===== config.mk =====
export PLATFORM = sky130hd
export DESIGN_NAME = run_controller_flat
export DESIGN_NICKNAME = d
export VERILOG_FILES = /design/src/rtl/run_controller_pkg.sv /design/src/rtl/run_controller_if.sv /design/src/rtl/run_controller_cycle_watchdog.sv /design/src/rtl/run_controller.sv /design/src/flat_wrapper.sv
export SDC_FILE = /design/constraint.sdc
export NUM_CORES = 1
export LEC_CHECK = 0
export ABC_AREA = 1
export CAP_MARGIN = 20
export CORE_ASPECT_RATIO = 2
export CORE_MARGIN = 3
export CORE_UTILIZATION = 54
export CTS_BUF_LIST = sky130_fd_sc_hd__clkbuf_8
export CTS_CLUSTER_DIAMETER = 200
export DETAILED_ROUTE_END_ITERATION = 10
export GPL_ROUTABILITY_DRIVEN = 1
export PLACE_DENSITY = 0.82
export SKIP_LAST_GASP = 1
export SLEW_MARGIN = 5
export SYNTH_ARGS = -nofsm -noshare
export SYNTH_HDL_FRONTEND = slang
export SYNTH_SLANG_ARGS = --single-unit

===== constraint.sdc =====
create_clock -name clk -period 1.95 [get_ports clk]
set_input_delay 0.4875 -clock clk [delete_from_list [all_inputs] [get_ports clk]]
set_output_delay 0.4875 -clock clk [all_outputs]
set_load 0.02 [all_outputs]

===== src/rtl/run_controller_pkg.sv =====
// Shared state encoding and default limits for the run/halt sequencer.
package run_controller_pkg;

    localparam int unsigned StateW             = 3;
    localparam int unsigned DefaultCycleW      = 16;
    localparam int unsigned DefaultMaxCycles   = 850;
    localparam int unsigned DefaultDrainCycles = 4;

    typedef enum logic [StateW-1:0] {
        StIdle    = 3'd0,
        StRun     = 3'd1,
        StDrain   = 3'd2,
        StHalted  = 3'd3,
        StTimeout = 3'd4
    } run_state_e;

endpackage


===== src/rtl/run_controller_if.sv =====
// Control/status bundle between the run controller and its clock/testbench wrapper.
interface run_controller_if #(
    parameter int unsigned CYCLE_W = run_controller_pkg::DefaultCycleW
);
    import run_controller_pkg::*;

    logic                start;
    logic                step_mode;
    logic                step_pulse;
    logic                halt_req;
    logic                run_en;
    logic                halt;
    logic                timeout;
    logic [CYCLE_W-1:0]  cycles;
    logic [StateW-1:0]   state;

    // Wrapper side: issues run requests, observes status.
    modport master (
        output start, step_mode, step_pulse, halt_req,
        input  run_en, halt, timeout, cycles, state
    );

    // Controller side.
    modport slave (
        input  start, step_mode, step_pulse, halt_req,
        output run_en, halt, timeout, cycles, state
    );

endinterface


===== src/rtl/run_controller_cycle_watchdog.sv =====
// Executed-cycle counter that freezes at the watchdog limit and flags the limit-reaching edge.
module run_controller_cycle_watchdog
    import run_controller_pkg::*;
#(
    parameter int unsigned CYCLE_W    = DefaultCycleW,
    parameter int unsigned MAX_CYCLES = DefaultMaxCycles
) (
    input  logic               clk,
    input  logic               reset,
    input  logic               en_i,
    output logic [CYCLE_W-1:0] count_o,
    output logic               limit_hit_o
);

    localparam logic [CYCLE_W-1:0] Limit     = CYCLE_W'(MAX_CYCLES);
    localparam logic [CYCLE_W-1:0] LimitLast = CYCLE_W'(MAX_CYCLES - 1);

    logic [CYCLE_W-1:0] count_d, count_q;

    // Count enabled cycles; hold at the limit so the value never wraps.
    always_comb begin
        count_d = count_q;
        if (en_i && (count_q != Limit)) begin
            count_d = count_q + CYCLE_W'(1);
        end
    end

    // Counter register with synchronous reset.
    always_ff @(posedge clk) begin
        if (reset) begin
            count_q <= '0;
        end else begin
            count_q <= count_d;
        end
    end

    // High on the edge that will move the count onto the limit.
    always_comb begin
        limit_hit_o = en_i && (count_q == LimitLast);
    end

    assign count_o = count_q;

endmodule


===== src/rtl/run_controller.sv =====
// Run/halt sequencer: start, optional single-step, post-halt pipeline drain and cycle watchdog.
module run_controller
    import run_controller_pkg::*;
#(
    parameter int unsigned CYCLE_W      = DefaultCycleW,
    parameter int unsigned MAX_CYCLES   = DefaultMaxCycles,
    parameter int unsigned DRAIN_CYCLES = DefaultDrainCycles
) (
    input  logic           clk,
    input  logic           reset,
    run_controller_if.slave bus
);

    localparam int unsigned DrainW = (DRAIN_CYCLES > 1) ? $clog2(DRAIN_CYCLES) : 1;
    localparam logic [DrainW-1:0] DrainLoad = DrainW'(DRAIN_CYCLES - 1);

    run_state_e          state_d, state_q;
    logic [DrainW-1:0]   drain_d, drain_q;
    logic                halt_d, halt_q;
    logic                timeout_d, timeout_q;
    logic                run_en;
    logic                limit_hit;
    logic [CYCLE_W-1:0]  cycles;

    run_controller_cycle_watchdog #(
        .CYCLE_W    (CYCLE_W),
        .MAX_CYCLES (MAX_CYCLES)
    ) u_cycle_watchdog (
        .clk         (clk),
        .reset       (reset),
        .en_i        (run_en),
        .count_o     (cycles),
        .limit_hit_o (limit_hit)
    );

    // Pipeline advance enable; in step mode only a pulse advances the pipeline.
    always_comb begin
        run_en = 1'b0;
        unique case (state_q)
            StRun:   run_en = bus.step_mode ? bus.step_pulse : 1'b1;
            StDrain: run_en = 1'b1;
            default: run_en = 1'b0;
        endcase
    end

    // Next state; the watchdog outranks both halt acceptance and drain completion.
    always_comb begin
        state_d = state_q;
        drain_d = drain_q;
        case (state_q)
            StIdle: begin
                if (bus.start) state_d = StRun;
            end
            StRun: begin
                // halt_req only counts on an advancing cycle.
                if (run_en) begin
                    if (limit_hit) begin
                        state_d = StTimeout;
                    end else if (bus.halt_req) begin
                        state_d = StDrain;
                        drain_d = DrainLoad;
                    end
                end
            end
            StDrain: begin
                if (limit_hit) begin
                    state_d = StTimeout;
                end else if (drain_q == '0) begin
                    state_d = StHalted;
                end else begin
                    drain_d = drain_q - DrainW'(1);
                end
            end
            StHalted, StTimeout: begin
                state_d = state_q;
            end
            default: begin
                state_d = StIdle;
            end
        endcase
        // Status follows the next state so it rises together with the state change.
        halt_d    = (state_d == StHalted) || (state_d == StTimeout);
        timeout_d = (state_d == StTimeout);
    end

    // FSM, drain counter and registered status.
    always_ff @(posedge clk) begin
        if (reset) begin
            state_q   <= StIdle;
            drain_q   <= '0;
            halt_q    <= 1'b0;
            timeout_q <= 1'b0;
        end else begin
            state_q   <= state_d;
            drain_q   <= drain_d;
            halt_q    <= halt_d;
            timeout_q <= timeout_d;
        end
    end

    assign bus.run_en  = run_en;
    assign bus.halt    = halt_q;
    assign bus.timeout = timeout_q;
    assign bus.cycles  = cycles;
    assign bus.state   = state_q;

endmodule


===== src/flat_wrapper.sv =====
// flat-port wrapper written by rule: the top's interface ports become plain ports
module run_controller_flat import run_controller_pkg::*;
#(
    parameter int unsigned CYCLE_W      = DefaultCycleW,
    parameter int unsigned MAX_CYCLES   = DefaultMaxCycles,
    parameter int unsigned DRAIN_CYCLES = DefaultDrainCycles
)
  (clk, reset, bus_start, bus_step_mode, bus_step_pulse, bus_halt_req, bus_run_en, bus_halt, bus_timeout, bus_cycles, bus_state);
  run_controller_if #(.CYCLE_W(CYCLE_W)) bus_i ();
  input  logic clk;
  input  logic reset;
  input wire logic [$bits(bus_i.start)-1:0] bus_start;
  input wire logic [$bits(bus_i.step_mode)-1:0] bus_step_mode;
  input wire logic [$bits(bus_i.step_pulse)-1:0] bus_step_pulse;
  input wire logic [$bits(bus_i.halt_req)-1:0] bus_halt_req;
  output wire logic [$bits(bus_i.run_en)-1:0] bus_run_en;
  output wire logic [$bits(bus_i.halt)-1:0] bus_halt;
  output wire logic [$bits(bus_i.timeout)-1:0] bus_timeout;
  output wire logic [$bits(bus_i.cycles)-1:0] bus_cycles;
  output wire logic [$bits(bus_i.state)-1:0] bus_state;
  assign bus_i.start = bus_start;
  assign bus_i.step_mode = bus_step_mode;
  assign bus_i.step_pulse = bus_step_pulse;
  assign bus_i.halt_req = bus_halt_req;
  assign bus_run_en = bus_i.run_en;
  assign bus_halt = bus_i.halt;
  assign bus_timeout = bus_i.timeout;
  assign bus_cycles = bus_i.cycles;
  assign bus_state = bus_i.state;
  run_controller #(.CYCLE_W(CYCLE_W), .MAX_CYCLES(MAX_CYCLES), .DRAIN_CYCLES(DRAIN_CYCLES)) u_core (.clk(clk), .reset(reset), .bus(bus_i));
endmodule

==> out/qor.yml <==
slew_headroom: 0.791
start_util: 0.590
cts_tree: "built"
setup_viol_count_final: 0
path_class: "flip-flop to output port"
antenna_found_initial: 0
io_pins: 28
final_antenna_net_count: 0
max_stage_delay_ps: 660
hold_class: "flip-flop to flip-flop"
ys_ff_latch: 23
final-hold-violation-count: 0
r2r_end: "u_core.u_cycle_watchdog.count_o[9]"
drc: 0
drv_cap: 0
syn2layout_area_growth_pct: 24.4
critPathLaunchType: "flip-flop"
dp_hpwl_mm: 2.85
io_buffers: 27
cts_max_level: 1
rows: 26
syn-num-nets: 233
wl_per_cell_um: 12.7
grt_pass1_wl_mm: 6.24
power_density_mw_per_mm2: 964
synthDistinctLibCells: 34
numCtsBuffers: 3
grt_pass1_vias: 1481
stdcell_area_mm2: 0.00193
fin_setup_tns_ps: 0
clk_path_buf_depth: 2
die_w_um: 43.9
synth_area_mm2: 0.00155
skew_ps: 3.81
critical-path-top-delay-family: "buffers and inverters"
syn_inst: 223
grt_max_degree: 16
min_period_ps: 1880
reg2regPathDepth: 9
yosysSeqAreaShare: 0.296
cp_cell_sequence: "clkdlybuf4s50_1"
drive_gt1_frac: 0.205
ir_drop_mv: 0.671
grt_use_total: 0.228
slowest_stage: "clkdlybuf4s50_1"
holdBufCountCts: 0
r2r-start: "u_core.u_cycle_watchdog.count_o[0]"
fillers: 221
leakagePower_nw: 0.779
p_total_mw: 1.86
clk_pin_slew_worst_paths_ps: 80
fmax_mhz: 532
regToRegSetupSlack_ps: 440
path_buf_inv: 1
cts_sinks: 23
worstPathRequired_ps: 1460
num_antenna_cells: 0
die_area_mm2: 0.00360
crit_fanout: 6
drt_wl_total_mm: 3.66
first_pass_iters: 4
hold_end: "u_core.drain_q[0]"
hp-start: "u_core.drain_q[0]"
cp.arrival_ps: 1390
hold_slack_ps: 519
layout.nets: 270
grt-ovfl-total: 0
fin_crit_sh: 0.965
clock_latency_ps: 270
cts_root_buffer: "clkbuf_8"
place.gp.congestion: 0.989
fp.dieH_um: 81.9
ys_warn_count: 0
status: "complete, no violations"
dpl_cell_area_mm2: 0.00189
worst_pin_slew_ps: 311
rsz0062_at_grt: "false"
vias_per_cell: 5.33
drt_iter0_markers: 60
cts_setup_buffers: 0
min_path_cells: 3
endpoint_kind: "output port"
vias: 1529
avgSynthCellArea_um2: 6.97
finalMaxSlewViolations: 0
core_mm2: 0.00264
==> where the power goes <==
group / internal [mW] / total [mW] / switching [mW]
Combinational: 0.380 / 0.935 / 0.556
Sequential: 0.548 / 0.628 / 0.0797
Clock: 0.143 / 0.301 / 0.158
==> Yosys cell counts, drive strengths merged <==
master,count,area share
nand2,66,0.20
nor2,34,0.095
inv,26,0.066
dfxtp,23,0.30
nand3,19,0.076
a21oi,17,0.079
o21ai,9,0.031
nor3,6,0.026
xor2,5,0.028
ha,4,0.032
buf,2,0.020
clkbuf,2,0.0048
nand4,2,0.0081
xnor2,2,0.011
a31oi,1,0.0040
clkinv,1,0.0024
nand3b,1,0.0048
o211ai,1,0.0048
o31ai,1,0.0048
or3,1,0.0040
==> layer usage <==
metal | share of wire | track usage | vias to the layer above | routed length, µm
met5 | 0 | 0 | - | 0
met4 | 0.032 | 0.118 | 0 | 118
met3 | 0.054 | 0.0351 | 11 | 198
met2 | 0.55 | 0.430 | 59 | 2030
met1 | 0.36 | 0.228 | 675 | 1310
li1 | - | - | 784 | -
==> sequential cells by signal (all words and copies together) (netlist names) <==
name                             count
u_core.bus.state                     3
u_core.bus.timeout                   1
u_core.bus.halt                      1
u_core.u_cycle_watchdog.count_o     16
u_core.drain_q                       2
==> layout make-up <==
class	count	area, µm²	area share
Clock buffer	3	41.3	0.0214
Multi-Input combinational cell	169	948	0.491
Clock inverter	1	5.00	0.00259
Tap cell	28	35.0	0.0181
Timing Repair Buffer	36	335	0.173
Inverter	27	106	0.0550
Sequential cell	23	462	0.239
==> timing repair <==
| item | in CTS | in global routing |
|---|---|---|
| endpoints found under the hold margin | 0 | 0 |
| setup endpoints to repair | 2 | 1 |
| resized for setup | 5 | 1 |
==> metrics by stage <==
step / instances / utilization / setup WS [ps]
2_1_floorplan: 223 / - / 417
3_3_place_gp: 283 / 0.717 / -367
3_5_place_dp: 283 / 0.717 / -385
4_1_cts: 287 / 0.733 / 21.3
5_1_grt: 287 / 0.734 / 18.4
6_report: 287 / 0.734 / 68.7
==> kinds of logic (layout without fill, tap and decap cells) <==
logic type / after synthesis / in the layout / synth area share
buf+inv: 31 / 67 / 0.0934
xor+xnor: 7 / 7 / 0.0395
flops: 23 / 23 / 0.296
compound gates: 29 / 29 / 0.124
simple gates: 129 / 129 / 0.415
fa+ha+maj: 4 / 4 / 0.0322
==> worst max-delay path by stage <==
stage / startpoint / to / slack (ps) / cells after the start
detailed placement: bus_step_pulse / bus_run_en / -380 / 6
floorplan: u_core.u_cycle_watchdog.count_o[0] / u_core.u_cycle_watchdog.count_o[3] / 420 / 9
CTS: u_core.u_cycle_watchdog.count_o[10] / bus_cycles[10] / 20 / 1
global route: u_core.u_cycle_watchdog.count_o[11] / bus_cycles[11] / 20 / 1
finish: u_core.u_cycle_watchdog.count_o[7] / bus_cycles[7] / 70 / 1
global placement: bus_step_pulse / bus_run_en / -370 / 6
==> cells in the final DEF (no fill, tap or decap), drive strengths merged <==
| master | n |
|---|---|
| nand2 | 66 |
| nor2 | 34 |
| inv | 26 |
| clkdlybuf4s50 | 25 |
| dfxtp | 23 |
| nand3 | 19 |
| a21oi | 17 |
| buf | 10 |
| o21ai | 9 |
| nor3 | 6 |
| xor2 | 5 |
| ha | 4 |
| clkbuf | 3 |
| xnor2 | 2 |
| nand4 | 2 |
| clkinv | 2 |
| o211ai | 1 |
| o31ai | 1 |
| or3 | 1 |
| a31oi | 1 |
| nand3b | 1 |
| dlymetal6s2s | 1 |
Power figures use the tool's default switching activity.
